File: config.mk
export PLATFORM = sky130hd
export DESIGN_NAME = interrupt_acknowledge_vector_driver_flat
export DESIGN_NICKNAME = d
export VERILOG_FILES = /design/src/rtl/interrupt_acknowledge_vector_driver_if.sv /design/src/rtl/interrupt_acknowledge_vector_driver.sv /design/src/flat_wrapper.sv
export SDC_FILE = /design/constraint.sdc
export NUM_CORES = 1
export LEC_CHECK = 0
export ABC_AREA = 1
export CORE_ASPECT_RATIO = 1.2
export CORE_MARGIN = 3
export CORE_UTILIZATION = 47
export CTS_BUF_LIST = sky130_fd_sc_hd__clkbuf_4 sky130_fd_sc_hd__clkbuf_8
export CTS_CLUSTER_DIAMETER = 60
export DETAILED_ROUTE_END_ITERATION = 8
export PLACE_DENSITY_LB_ADDON = 0.2
export SYNTH_ARGS = -nofsm -noshare
export SYNTH_HDL_FRONTEND = slang
export SYNTH_SLANG_ARGS = --single-unit
File: constraint.sdc
create_clock -name clock -period 1.4 [get_ports clock]
set_input_delay 0.28 -clock clock [delete_from_list [all_inputs] [get_ports clock]]
set_output_delay 0.28 -clock clock [all_outputs]
set_load 0.02 [all_outputs]
File: src/rtl/interrupt_acknowledge_vector_driver_if.sv
// Bus bundle between the interrupt-acknowledge responder and its surroundings:
// ICW configuration, INTA# pulse train, resolved request, and the driven byte/pulses.
interface interrupt_acknowledge_vector_driver_if;
    logic       interrupt_acknowledge_n;
    logic       u8086_or_mcs80_config;
    logic       call_address_interval_4_or_8_config;
    logic [2:0] interrupt_vector_address;
    logic [7:0] interrupt_vector_address_high;
    logic       write_initial_command_word_1;
    logic       acknowledge_interrupt_valid;
    logic [2:0] acknowledge_interrupt_level;
    logic [7:0] out_data;
    logic       out_data_enable;
    logic       latch_in_service;
    logic [2:0] captured_interrupt_level;
    logic       end_of_acknowledge;
    logic       acknowledge_abort;

    modport slave (
        input  interrupt_acknowledge_n,
        input  u8086_or_mcs80_config,
        input  call_address_interval_4_or_8_config,
        input  interrupt_vector_address,
        input  interrupt_vector_address_high,
        input  write_initial_command_word_1,
        input  acknowledge_interrupt_valid,
        input  acknowledge_interrupt_level,
        output out_data,
        output out_data_enable,
        output latch_in_service,
        output captured_interrupt_level,
        output end_of_acknowledge,
        output acknowledge_abort
    );

    modport master (
        output interrupt_acknowledge_n,
        output u8086_or_mcs80_config,
        output call_address_interval_4_or_8_config,
        output interrupt_vector_address,
        output interrupt_vector_address_high,
        output write_initial_command_word_1,
        output acknowledge_interrupt_valid,
        output acknowledge_interrupt_level,
        input  out_data,
        input  out_data_enable,
        input  latch_in_service,
        input  captured_interrupt_level,
        input  end_of_acknowledge,
        input  acknowledge_abort
    );
endinterface

File: src/rtl/interrupt_acknowledge_vector_driver.sv
// Responder for the CPU interrupt-acknowledge cycle: follows the INTA# pulse train,
// drives CALL/vector bytes (MCS-80/85) or the vector byte (8086), and signals
// in-service latch, end of acknowledge and abort (timeout or ICW1 write).
module interrupt_acknowledge_vector_driver #(
    parameter logic [7:0]  CALL_OPCODE    = 8'hCD,
    parameter int unsigned TIMEOUT_CYCLES = 255
) (
    input logic clock,
    input logic reset_n,
    interrupt_acknowledge_vector_driver_if.slave ack_bus
);

    typedef enum logic [1:0] {IDLE, PULSE_LOW, PULSE_HIGH} state_t;

    state_t     state_q, state_d;
    logic       inta_prev_q;
    logic [1:0] count_q, count_d;
    logic [7:0] tmo_q, tmo_d;
    logic [7:0] data_q, data_d;
    logic       en_q, en_d;
    logic [2:0] level_q, level_d;
    logic       lis_q, lis_d;
    logic       eoa_q, eoa_d;
    logic       abort_q, abort_d;

    logic       fall, rise;
    logic [1:0] final_count;
    logic [2:0] new_level;

    assign fall        = inta_prev_q & ~ack_bus.interrupt_acknowledge_n;
    assign rise        = ~inta_prev_q & ack_bus.interrupt_acknowledge_n;
    assign final_count = ack_bus.u8086_or_mcs80_config ? 2'd2 : 2'd3;
    assign new_level   = ack_bus.acknowledge_interrupt_valid ?
                         ack_bus.acknowledge_interrupt_level : 3'd7;

    // {enable, byte} to present during INTA# pulse number pnum
    function automatic logic [8:0] vector_byte(input logic [1:0] pnum, input logic [2:0] lvl);
        logic [8:0] r;
        r = '0;
        if (ack_bus.u8086_or_mcs80_config) begin
            if (pnum == 2'd2)
                r = {1'b1, ack_bus.interrupt_vector_address_high[7:3], lvl};
        end else begin
            case (pnum)
                2'd1: r = {1'b1, CALL_OPCODE};
                2'd2: r = ack_bus.call_address_interval_4_or_8_config ?
                          {1'b1, ack_bus.interrupt_vector_address, lvl, 2'b00} :
                          {1'b1, ack_bus.interrupt_vector_address[2:1], lvl, 3'b000};
                2'd3: r = {1'b1, ack_bus.interrupt_vector_address_high};
                default: r = '0;
            endcase
        end
        return r;
    endfunction

    // INTA# history for edge detection
    always_ff @(posedge clock or negedge reset_n) begin
        if (!reset_n) inta_prev_q <= 1'b1;
        else          inta_prev_q <= ack_bus.interrupt_acknowledge_n;
    end

    // State, counters and registered outputs
    always_ff @(posedge clock or negedge reset_n) begin
        if (!reset_n) begin
            state_q <= IDLE;
            count_q <= '0;
            tmo_q   <= '0;
            data_q  <= '0;
            en_q    <= 1'b0;
            level_q <= '0;
            lis_q   <= 1'b0;
            eoa_q   <= 1'b0;
            abort_q <= 1'b0;
        end else begin
            state_q <= state_d;
            count_q <= count_d;
            tmo_q   <= tmo_d;
            data_q  <= data_d;
            en_q    <= en_d;
            level_q <= level_d;
            lis_q   <= lis_d;
            eoa_q   <= eoa_d;
            abort_q <= abort_d;
        end
    end

    // Next-state and output decode; ICW1 write overrides any INTA# edge
    always_comb begin
        state_d = state_q;
        count_d = count_q;
        tmo_d   = tmo_q;
        data_d  = data_q;
        en_d    = en_q;
        level_d = level_q;
        lis_d   = 1'b0;
        eoa_d   = 1'b0;
        abort_d = 1'b0;

        if (ack_bus.write_initial_command_word_1) begin
            state_d = IDLE;
            count_d = '0;
            tmo_d   = '0;
            data_d  = '0;
            en_d    = 1'b0;
            abort_d = (state_q != IDLE);
        end else begin
            case (state_q)
                IDLE: begin
                    if (fall) begin
                        level_d          = new_level;
                        lis_d            = 1'b1;
                        count_d          = 2'd1;
                        tmo_d            = '0;
                        {en_d, data_d}   = vector_byte(2'd1, new_level);
                        state_d          = PULSE_LOW;
                    end
                end
                PULSE_LOW: begin
                    if (rise) begin
                        en_d   = 1'b0;
                        data_d = '0;
                        tmo_d  = '0;
                        if (count_q == final_count) begin
                            eoa_d   = 1'b1;
                            count_d = '0;
                            state_d = IDLE;
                        end else begin
                            state_d = PULSE_HIGH;
                        end
                    end
                end
                PULSE_HIGH: begin
                    if (fall) begin
                        count_d        = count_q + 2'd1;
                        tmo_d          = '0;
                        {en_d, data_d} = vector_byte(count_q + 2'd1, level_q);
                        state_d        = PULSE_LOW;
                    end else if (tmo_q == 8'(TIMEOUT_CYCLES - 1)) begin
                        abort_d = 1'b1;
                        tmo_d   = '0;
                        count_d = '0;
                        state_d = IDLE;
                    end else begin
                        tmo_d = tmo_q + 8'd1;
                    end
                end
                default: state_d = IDLE;
            endcase
        end
    end

    assign ack_bus.out_data                 = data_q;
    assign ack_bus.out_data_enable          = en_q;
    assign ack_bus.latch_in_service         = lis_q;
    assign ack_bus.captured_interrupt_level = level_q;
    assign ack_bus.end_of_acknowledge       = eoa_q;
    assign ack_bus.acknowledge_abort        = abort_q;

endmodule

File: src/flat_wrapper.sv
// flat-port wrapper written by rule: the top's interface ports become plain ports
module interrupt_acknowledge_vector_driver_flat 
#(
    parameter logic [7:0]  CALL_OPCODE    = 8'hCD,
    parameter int unsigned TIMEOUT_CYCLES = 255
)
  (clock, reset_n, ack_bus_interrupt_acknowledge_n, ack_bus_u8086_or_mcs80_config, ack_bus_call_address_interval_4_or_8_config, ack_bus_interrupt_vector_address, ack_bus_interrupt_vector_address_high, ack_bus_write_initial_command_word_1, ack_bus_acknowledge_interrupt_valid, ack_bus_acknowledge_interrupt_level, ack_bus_out_data, ack_bus_out_data_enable, ack_bus_latch_in_service, ack_bus_captured_interrupt_level, ack_bus_end_of_acknowledge, ack_bus_acknowledge_abort);
  interrupt_acknowledge_vector_driver_if ack_bus_i ();
  input logic clock;
  input logic reset_n;
  input wire logic [$bits(ack_bus_i.interrupt_acknowledge_n)-1:0] ack_bus_interrupt_acknowledge_n;
  input wire logic [$bits(ack_bus_i.u8086_or_mcs80_config)-1:0] ack_bus_u8086_or_mcs80_config;
  input wire logic [$bits(ack_bus_i.call_address_interval_4_or_8_config)-1:0] ack_bus_call_address_interval_4_or_8_config;
  input wire logic [$bits(ack_bus_i.interrupt_vector_address)-1:0] ack_bus_interrupt_vector_address;
  input wire logic [$bits(ack_bus_i.interrupt_vector_address_high)-1:0] ack_bus_interrupt_vector_address_high;
  input wire logic [$bits(ack_bus_i.write_initial_command_word_1)-1:0] ack_bus_write_initial_command_word_1;
  input wire logic [$bits(ack_bus_i.acknowledge_interrupt_valid)-1:0] ack_bus_acknowledge_interrupt_valid;
  input wire logic [$bits(ack_bus_i.acknowledge_interrupt_level)-1:0] ack_bus_acknowledge_interrupt_level;
  output wire logic [$bits(ack_bus_i.out_data)-1:0] ack_bus_out_data;
  output wire logic [$bits(ack_bus_i.out_data_enable)-1:0] ack_bus_out_data_enable;
  output wire logic [$bits(ack_bus_i.latch_in_service)-1:0] ack_bus_latch_in_service;
  output wire logic [$bits(ack_bus_i.captured_interrupt_level)-1:0] ack_bus_captured_interrupt_level;
  output wire logic [$bits(ack_bus_i.end_of_acknowledge)-1:0] ack_bus_end_of_acknowledge;
  output wire logic [$bits(ack_bus_i.acknowledge_abort)-1:0] ack_bus_acknowledge_abort;
  assign ack_bus_i.interrupt_acknowledge_n = ack_bus_interrupt_acknowledge_n;
  assign ack_bus_i.u8086_or_mcs80_config = ack_bus_u8086_or_mcs80_config;
  assign ack_bus_i.call_address_interval_4_or_8_config = ack_bus_call_address_interval_4_or_8_config;
  assign ack_bus_i.interrupt_vector_address = ack_bus_interrupt_vector_address;
  assign ack_bus_i.interrupt_vector_address_high = ack_bus_interrupt_vector_address_high;
  assign ack_bus_i.write_initial_command_word_1 = ack_bus_write_initial_command_word_1;
  assign ack_bus_i.acknowledge_interrupt_valid = ack_bus_acknowledge_interrupt_valid;
  assign ack_bus_i.acknowledge_interrupt_level = ack_bus_acknowledge_interrupt_level;
  assign ack_bus_out_data = ack_bus_i.out_data;
  assign ack_bus_out_data_enable = ack_bus_i.out_data_enable;
  assign ack_bus_latch_in_service = ack_bus_i.latch_in_service;
  assign ack_bus_captured_interrupt_level = ack_bus_i.captured_interrupt_level;
  assign ack_bus_end_of_acknowledge = ack_bus_i.end_of_acknowledge;
  assign ack_bus_acknowledge_abort = ack_bus_i.acknowledge_abort;
  interrupt_acknowledge_vector_driver #(.CALL_OPCODE(CALL_OPCODE), .TIMEOUT_CYCLES(TIMEOUT_CYCLES)) u_core (.clock(clock), .reset_n(reset_n), .ack_bus(ack_bus_i));
endmodule
# After elaboration in Yosys (flattened, before gate mapping)

Cells that the tools add are included.

$add $sub $neg: 2
Equality and inequality tests: 12
Muxes and demuxes: 45
Bitwise operators: 5
Reduce and logical (&&, ||, !) cells: 8

Operators by type and width:

| cell                                                   | number |
|---|---|
| 2-to-1 mux 8 bit                                       | 8 |
| case mux 8 bit (3 select lines)                        | 2 |
| 2-to-1 mux 9 bit                                       | 3 |
| case mux 9 bit (3 select lines)                        | 1 |
| 2-to-1 mux 2 bit                                       | 10 |
| 2-to-1 mux 1 bit                                       | 16 |
| inequality test 3 x 2 -> 1 bit (second input constant) | 4 |
| case mux 2 bit (3 select lines)                        | 2 |
| AND reduction 3 bit                                    | 3 |
| adder 8 x 1 -> 8 bit (second input constant)           | 1 |
| equality test 8 bit (second input constant)            | 1 |
| equality test 2 bit (second input constant)            | 3 |
| 2-to-1 mux 6 bit                                       | 1 |
| AND reduction 5 bit                                    | 1 |
| equality test 2 x 1 -> 1 bit (second input constant)   | 2 |
| inequality test 4 x 2 -> 1 bit (second input constant) | 1 |
| AND reduction 4 bit                                    | 1 |
| nonzero test 4 bit                                     | 1 |
| 2-to-1 mux 3 bit                                       | 1 |
| inverter 1 bit                                         | 3 |
| case mux 1 bit (3 select lines)                        | 1 |
| adder 2 x 1 -> 2 bit (second input constant)           | 1 |
| AND 1 bit                                              | 2 |
| equality test 2 bit                                    | 1 |
| 2 further kinds                                        | 2 |

Bits in registers: 28
Input bits: 21
Output and inout port bits: 15
Logic and storage cells: 82

# Longest topological paths before layout

Word-level depth: 7
Depth in mapped cells: 12
Depth with buffers taken out: 12

# Worst setup path after synthesis

OpenSTA, ideal clock, no wires.

Kind: register -> register
Start: register u_core.state_q[0]
End: register u_core.tmo_q[6]
Setup time: 0.119 ns
Arrival time: 1.429 ns
Data required time: 1.281 ns
Slack: -0.148 ns
Cell stages (with the launch flop): 11
Buffers on the path: 2
Period minus slack after synthesis: 1.548 ns
Cell sequence: dfrtp_1 -> inv_1 -> ha_1 -> buf_4 -> inv_2 -> nand2_1 -> nor2_4 -> nor2_8 -> buf_6 -> a31oi_1 -> nor2_1

Longest elaborated chain between the ends: 3
Elaborated cells on any way between the ends: 9
Classes of those cells: 4 x eq/ne; 2 x mux; 3 x reduce/logical

Ends and longest elaborated chain:

| element                                                                         | RTL line                                   | RTL |
|---|---|---|
| start, declared                                                                 | interrupt_acknowledge_vector_driver.sv:15  | `state_t state_q, state_d;` |
| start signal, assigned                                                          | interrupt_acknowledge_vector_driver.sv:75  | `state_q <= state_d;` |
| equality test 2 x 1 -> 1 bit (tied with other cells)                            | interrupt_acknowledge_vector_driver.sv:107 | `case (state_q)` |
| inequality test 3 x 2 -> 1 bit (no source line) (tied with other cells)         | -                                          |  |
| AND reduction 3 bit (no source line) / 2-to-1 mux 8 bit (equally long branches) | -                                          |  |
| end signal, assigned                                                            | interrupt_acknowledge_vector_driver.sv:77  | `tmo_q <= tmo_d;` |
| end, declared                                                                   | interrupt_acknowledge_vector_driver.sv:18  | `logic [7:0] tmo_q, tmo_d;` |

Several ways; a longest one is shown, not always the timed one.
A chain may end at the register's enable or synchronous reset.

# Worst setup path after layout

Start: register u_core.state_q[0]
End: register u_core.count_q[1]

Longest elaborated chain between the ends: 3
Elaborated cells on any way between the ends: 11
Classes of those cells: 6 x eq/ne; 2 x mux; 3 x reduce/logical

Ends and longest elaborated chain:

| element                                                                         | RTL line                                   | RTL |
|---|---|---|
| equality test 2 bit (tied with other cells)                                     | interrupt_acknowledge_vector_driver.sv:107 |  |
| inequality test 4 x 2 -> 1 bit (no source line) (tied with other cells)         | -                                          |  |
| AND reduction 5 bit (no source line) / 2-to-1 mux 2 bit (equally long branches) | -                                          |  |
| end signal, assigned                                                            | interrupt_acknowledge_vector_driver.sv:76  | `count_q <= count_d;` |
| end, declared                                                                   | interrupt_acknowledge_vector_driver.sv:17  | `logic [1:0] count_q, count_d;` |

Several ways; a longest one is shown, not always the timed one.

==> impl_table.tex <==
\begin{tabular}{lr}
\hline
Metric & Value \\
\hline
\multicolumn{2}{l}{\textbf{Pwr}} \\
Worst supply voltage drop on vdd & 1.266 mV \\
Fraction of power consumed by combinational cells & 62.2\% \\
Internal portion of total power & 2.682 mW \\
Switching part of the total & 41.83\% \\
Power spent charging and discharging nets & 1.929 mW \\
Clk pwr share & 14.0\% \\
Sequential fraction of design power & 23.8\% \\
Leak Pwr & 1.411 nW \\
Pwr/cell area & 1649 mW/mm² \\
\multicolumn{2}{l}{\textbf{Clocking}} \\
Clock tree root buffer cell & sky130\_fd\_sc\_hd\_\_clkbuf\_8 \\
CTS buffer count & 3 \\
Clock edge transition at the registers on the reported setup and hold paths & 100 ps \\
Clock Latency Late Sink & 280 ps \\
CTS sink count & 28 \\
CTS tree & done \\
CTS H-tree depth & 1 \\
Clk buf depth & 2 \\
\multicolumn{2}{l}{\textbf{Timing}} \\
Ratio of final minimum period to clock period & 117.1\% \\
Clock Skew & 4.850 ps \\
Post-layout minimum cycle time & 1640 ps \\
Relative slew margins & 80.68\% \\
Smallest setup slack after layout & -240.1 ps \\
Slew Viols, Final & 0 \\
RSZ-0062 raised after global routing & yes \\
Transition time of the tightest slew-check pin & 287.9 ps \\
Count of final setup violators & 21 \\
Fmax & 609.7 MHz \\
Count of endpoints failing hold in the final timing report & 0 \\
\multicolumn{2}{l}{\textbf{Finish}} \\
Total non-filler cell area in the finished layout & 0.002796 mm² \\
Net total in the final layout & 374 \\
Final core utilization & 75.71\% \\
Number of antenna cells inserted & 0 \\
Most frequent standard cell in the layout excluding fill and tap cells & sky130\_fd\_sc\_hd\_\_nand2\_1 \\
Ratio of cells with drive above 1 in the final layout & 27.78\% \\
Layout area overhead & 51.94\% \\
Most frequent cells in the layout & sky130\_fd\_sc\_hd\_\_nand2\_1, sky130\_fd\_sc\_hd\_\_buf\_4, sky130\_fd\_sc\_hd\_\_inv\_1 \\
\multicolumn{2}{l}{\textbf{Routing}} \\
Starting DRT DRC Count & 130 \\
Drt wl/cell & 12.62 µm \\
WL final & 4973 µm \\
Average via count per standard cell & 5.038 \\
First-pass iteration count of the detailed router & 4 \\
Routed Antenna Nets & 0 \\
Detailed-route DRC error count & 0 \\
Total number of vias & 1,985 \\
\multicolumn{2}{l}{\textbf{Worst setup path}} \\
Peak per-stage delay on the critical path & 420 ps \\
Critical Path Fanout Max & 7 \\
Crit end category & register \\
Count of buffering cells on the critical path with inverters included & 3 \\
Data arrival time of the critical path & 1820 ps \\
CP max-delay cell & sky130\_fd\_sc\_hd\_\_dfrtp\_2 \\
Element type at the critical path start & register \\
Top delay family on crit path & simple AND/OR/NAND/NOR gates \\
Critical Path RT & 1580 ps \\
Class of the most critical setup path & register to register \\
Cells along the critical path & inv\_2 > ha\_4 > inv\_4 > nor2\_2 > nand2\_2 > nand2\_4 > nor2\_8 > nand2\_4 > nor2\_4 > inv\_2 > nand2\_1 > nand2\_1 \\
\multicolumn{2}{l}{\textbf{Die}} \\
Die Area & 0.004706 mm² \\
Number of cell rows & 24 \\
Floorplan core area & 0.003694 mm² \\
Total I/O pin count & 36 \\
Die Width & 63.13 µm \\
Starting density of the core & 49.83\% \\
Height of the die & 74.55 µm \\
\multicolumn{2}{l}{\textbf{Yosys}} \\
Mux contribution to synthesized area & 0\% \\
Mean post-synth cell area & 7.106 µm² \\
Sequential share of the synthesized area & 38.14\% \\
Count of mapped cells out of synthesis & 259 \\
Synth Warn \# & 0 \\
Compound-gate portion of the synthesized area & 11.42\% \\
Post-synthesis cell type with the largest combined area & sky130\_fd\_sc\_hd\_\_dfrtp\_1 \\
Yosys top cell area share & 36.71\% \\
Distinct cell type count of the synthesized netlist & 23 \\
Synthesized flop and latch total & 28 \\
Post-Syn Nets & 290 \\
Post-Synth Adder-Cell Area & 6.798\% \\
Post-Synth Simple-Gate Area & 33.85\% \\
Synth Area in XOR/XNOR & 0\% \\
Most used DFF post-synth & sky130\_fd\_sc\_hd\_\_dfrtp\_1 \\
Number of synthesized flops with an enable pin & 0 \\
Cell types with the largest area share after synthesis & sky130\_fd\_sc\_hd\_\_dfrtp\_1, sky130\_fd\_sc\_hd\_\_nand2\_1, sky130\_fd\_sc\_hd\_\_inv\_1 \\
Post-Syn Area & 0.001841 mm² \\
Async S/R FF share, synth & 100.0\% \\
Largest family of logic cells by synthesized area & simple AND/OR/NAND/NOR gates \\
\multicolumn{2}{l}{\textbf{Global routing}} \\
Maximum number of pins on one net before global-route repair & 29 \\
Number of antenna violations at the first check in global routing & 0 \\
Tot GR Track Use & 21.96\% \\
Congestion Overflow GR & 0 \\
Number of global-route vias before repair & 1,884 \\
Global-route wire length before repair & 8204 µm \\
\multicolumn{2}{l}{\textbf{Placement}} \\
Routability-driven placement congestion ratio & 0.9055 \\
Cell area after placement & 0.002556 mm² \\
Buffers on Ports & 35 \\
Half-perimeter wire length after placement & 3529 µm \\
\multicolumn{2}{l}{\textbf{Min path}} \\
Hold/Removal Path Class & primary input to asynchronous set/reset pin \\
\multicolumn{2}{l}{\textbf{Status}} \\
Status & finished, violations left \\
Violated checks & setup timing \\
\multicolumn{2}{l}{\textbf{Job}} \\
Max\_cap viols & 0 \\
\hline
\end{tabular}
-- power by group through the flow --
stage	sequential (mW)	combinational, mW	clock [mW]
after floorplan	1.27	1.32	0
after global placement	1.10	2.40	0
after detailed placement	1.11	2.44	0
after CTS	1.09	2.57	0.675
after global routing	1.12	3.16	0.691
final	1.10	2.87	0.648
-- sequential cells by signal, summed over array words and instances (netlist names) --
signal,count
u_core.ack_bus.out_data,8
u_core.tmo_q,8
u_core.ack_bus.captured_interrupt_level,3
u_core.count_q,2
u_core.state_q,2
u_core.ack_bus.acknowledge_abort,1
u_core.ack_bus.end_of_acknowledge,1
u_core.ack_bus.latch_in_service,1
u_core.ack_bus.out_data_enable,1
u_core.inta_prev_q,1
-- metrics by stage --
step	worst slack [ps]	cells	TNS [ps]	power, mW	hold WS [ps]
global route	-314.1	394	-5887	4.978	350.3
finish	-240.1	394	-3939	4.612	350.9
floorplan	-60.04	259	-544.3	2.585	-15.59
CTS	-198.7	386	-3030	4.333	348.6
global placement	-415.2	379	-8140	3.504	462.9
detailed placement	-443.4	379	-8977	3.544	464.1
-- timing repair --
item / 4_1_cts / 5_1_grt
setup buffers: 2 / 9
setup endpoints to repair: 39 / 24
pin swaps: 5 / 12
hold buffers: 0 / 0
cloned: 1 / 0
resized for setup: 30 / 21
-- metal layers --
metal	up-vias	track usage [%]	wire length, µm
met5	-	0	0
met4	0	5.882	81
met3	10	3.021	213
met2	58	42.32	2613
met1	922	25.62	2064
li1	995	-	-
-- synthesized netlist by cell type (2+ instances only) --
library cell,count
sky130_fd_sc_hd__dfrtp_1,27
sky130_fd_sc_hd__nand2_2,5
sky130_fd_sc_hd__ha_1,10
sky130_fd_sc_hd__clkbuf_1,3
sky130_fd_sc_hd__o22ai_1,2
sky130_fd_sc_hd__nor2_4,3
sky130_fd_sc_hd__a31oi_1,2
sky130_fd_sc_hd__a21oi_1,10
sky130_fd_sc_hd__inv_2,4
sky130_fd_sc_hd__nand2_4,2
sky130_fd_sc_hd__nand2_1,79
sky130_fd_sc_hd__inv_1,36
sky130_fd_sc_hd__nand3_1,20
sky130_fd_sc_hd__nor3_1,3
sky130_fd_sc_hd__nor2_1,15
sky130_fd_sc_hd__o21ai_0,27
sky130_fd_sc_hd__nand4_1,5
-- worst paths after layout --
check	from	end	slack, ps	cells after the start
min in group clock	ack_bus_interrupt_acknowledge_n	u_core.inta_prev_q$_DFF_PN1_	460	1
worst min-delay path	reset_n	u_core.ack_bus.captured_interrupt_level[1]$_DFFE_PN0P_	350	2
worst max-delay path	u_core.state_q[0]$_DFFE_PN0P_	u_core.count_q[1]$_DFFE_PN0P_	-240	12
worst min register to register	u_core.ack_bus.out_data[5]$_DFFE_PN0P_	u_core.ack_bus.out_data[5]$_DFFE_PN0P_	480	2
max in group asynchronous	reset_n	u_core.inta_prev_q$_DFF_PN1_	820	2
worst max register to register	u_core.state_q[0]$_DFFE_PN0P_	u_core.count_q[1]$_DFFE_PN0P_	-240	12
-- cells by family after synthesis --
group / after synthesis
simple gates: 135
fa+ha+maj: 10
compound gates: 41
buf+inv: 45
flops: 28
-- area by class of cell --
class	count	area [µm²]
flip-flops and latches	28	704.4
well taps	52	65.06
fillers	300	897.1
multi-input cells	187	1087
inverters	40	157.7
clock buffers	3	41.29
repair buffers	83	710.7
clock inverters	1	30.03
Power figures use the tool's default switching activity.
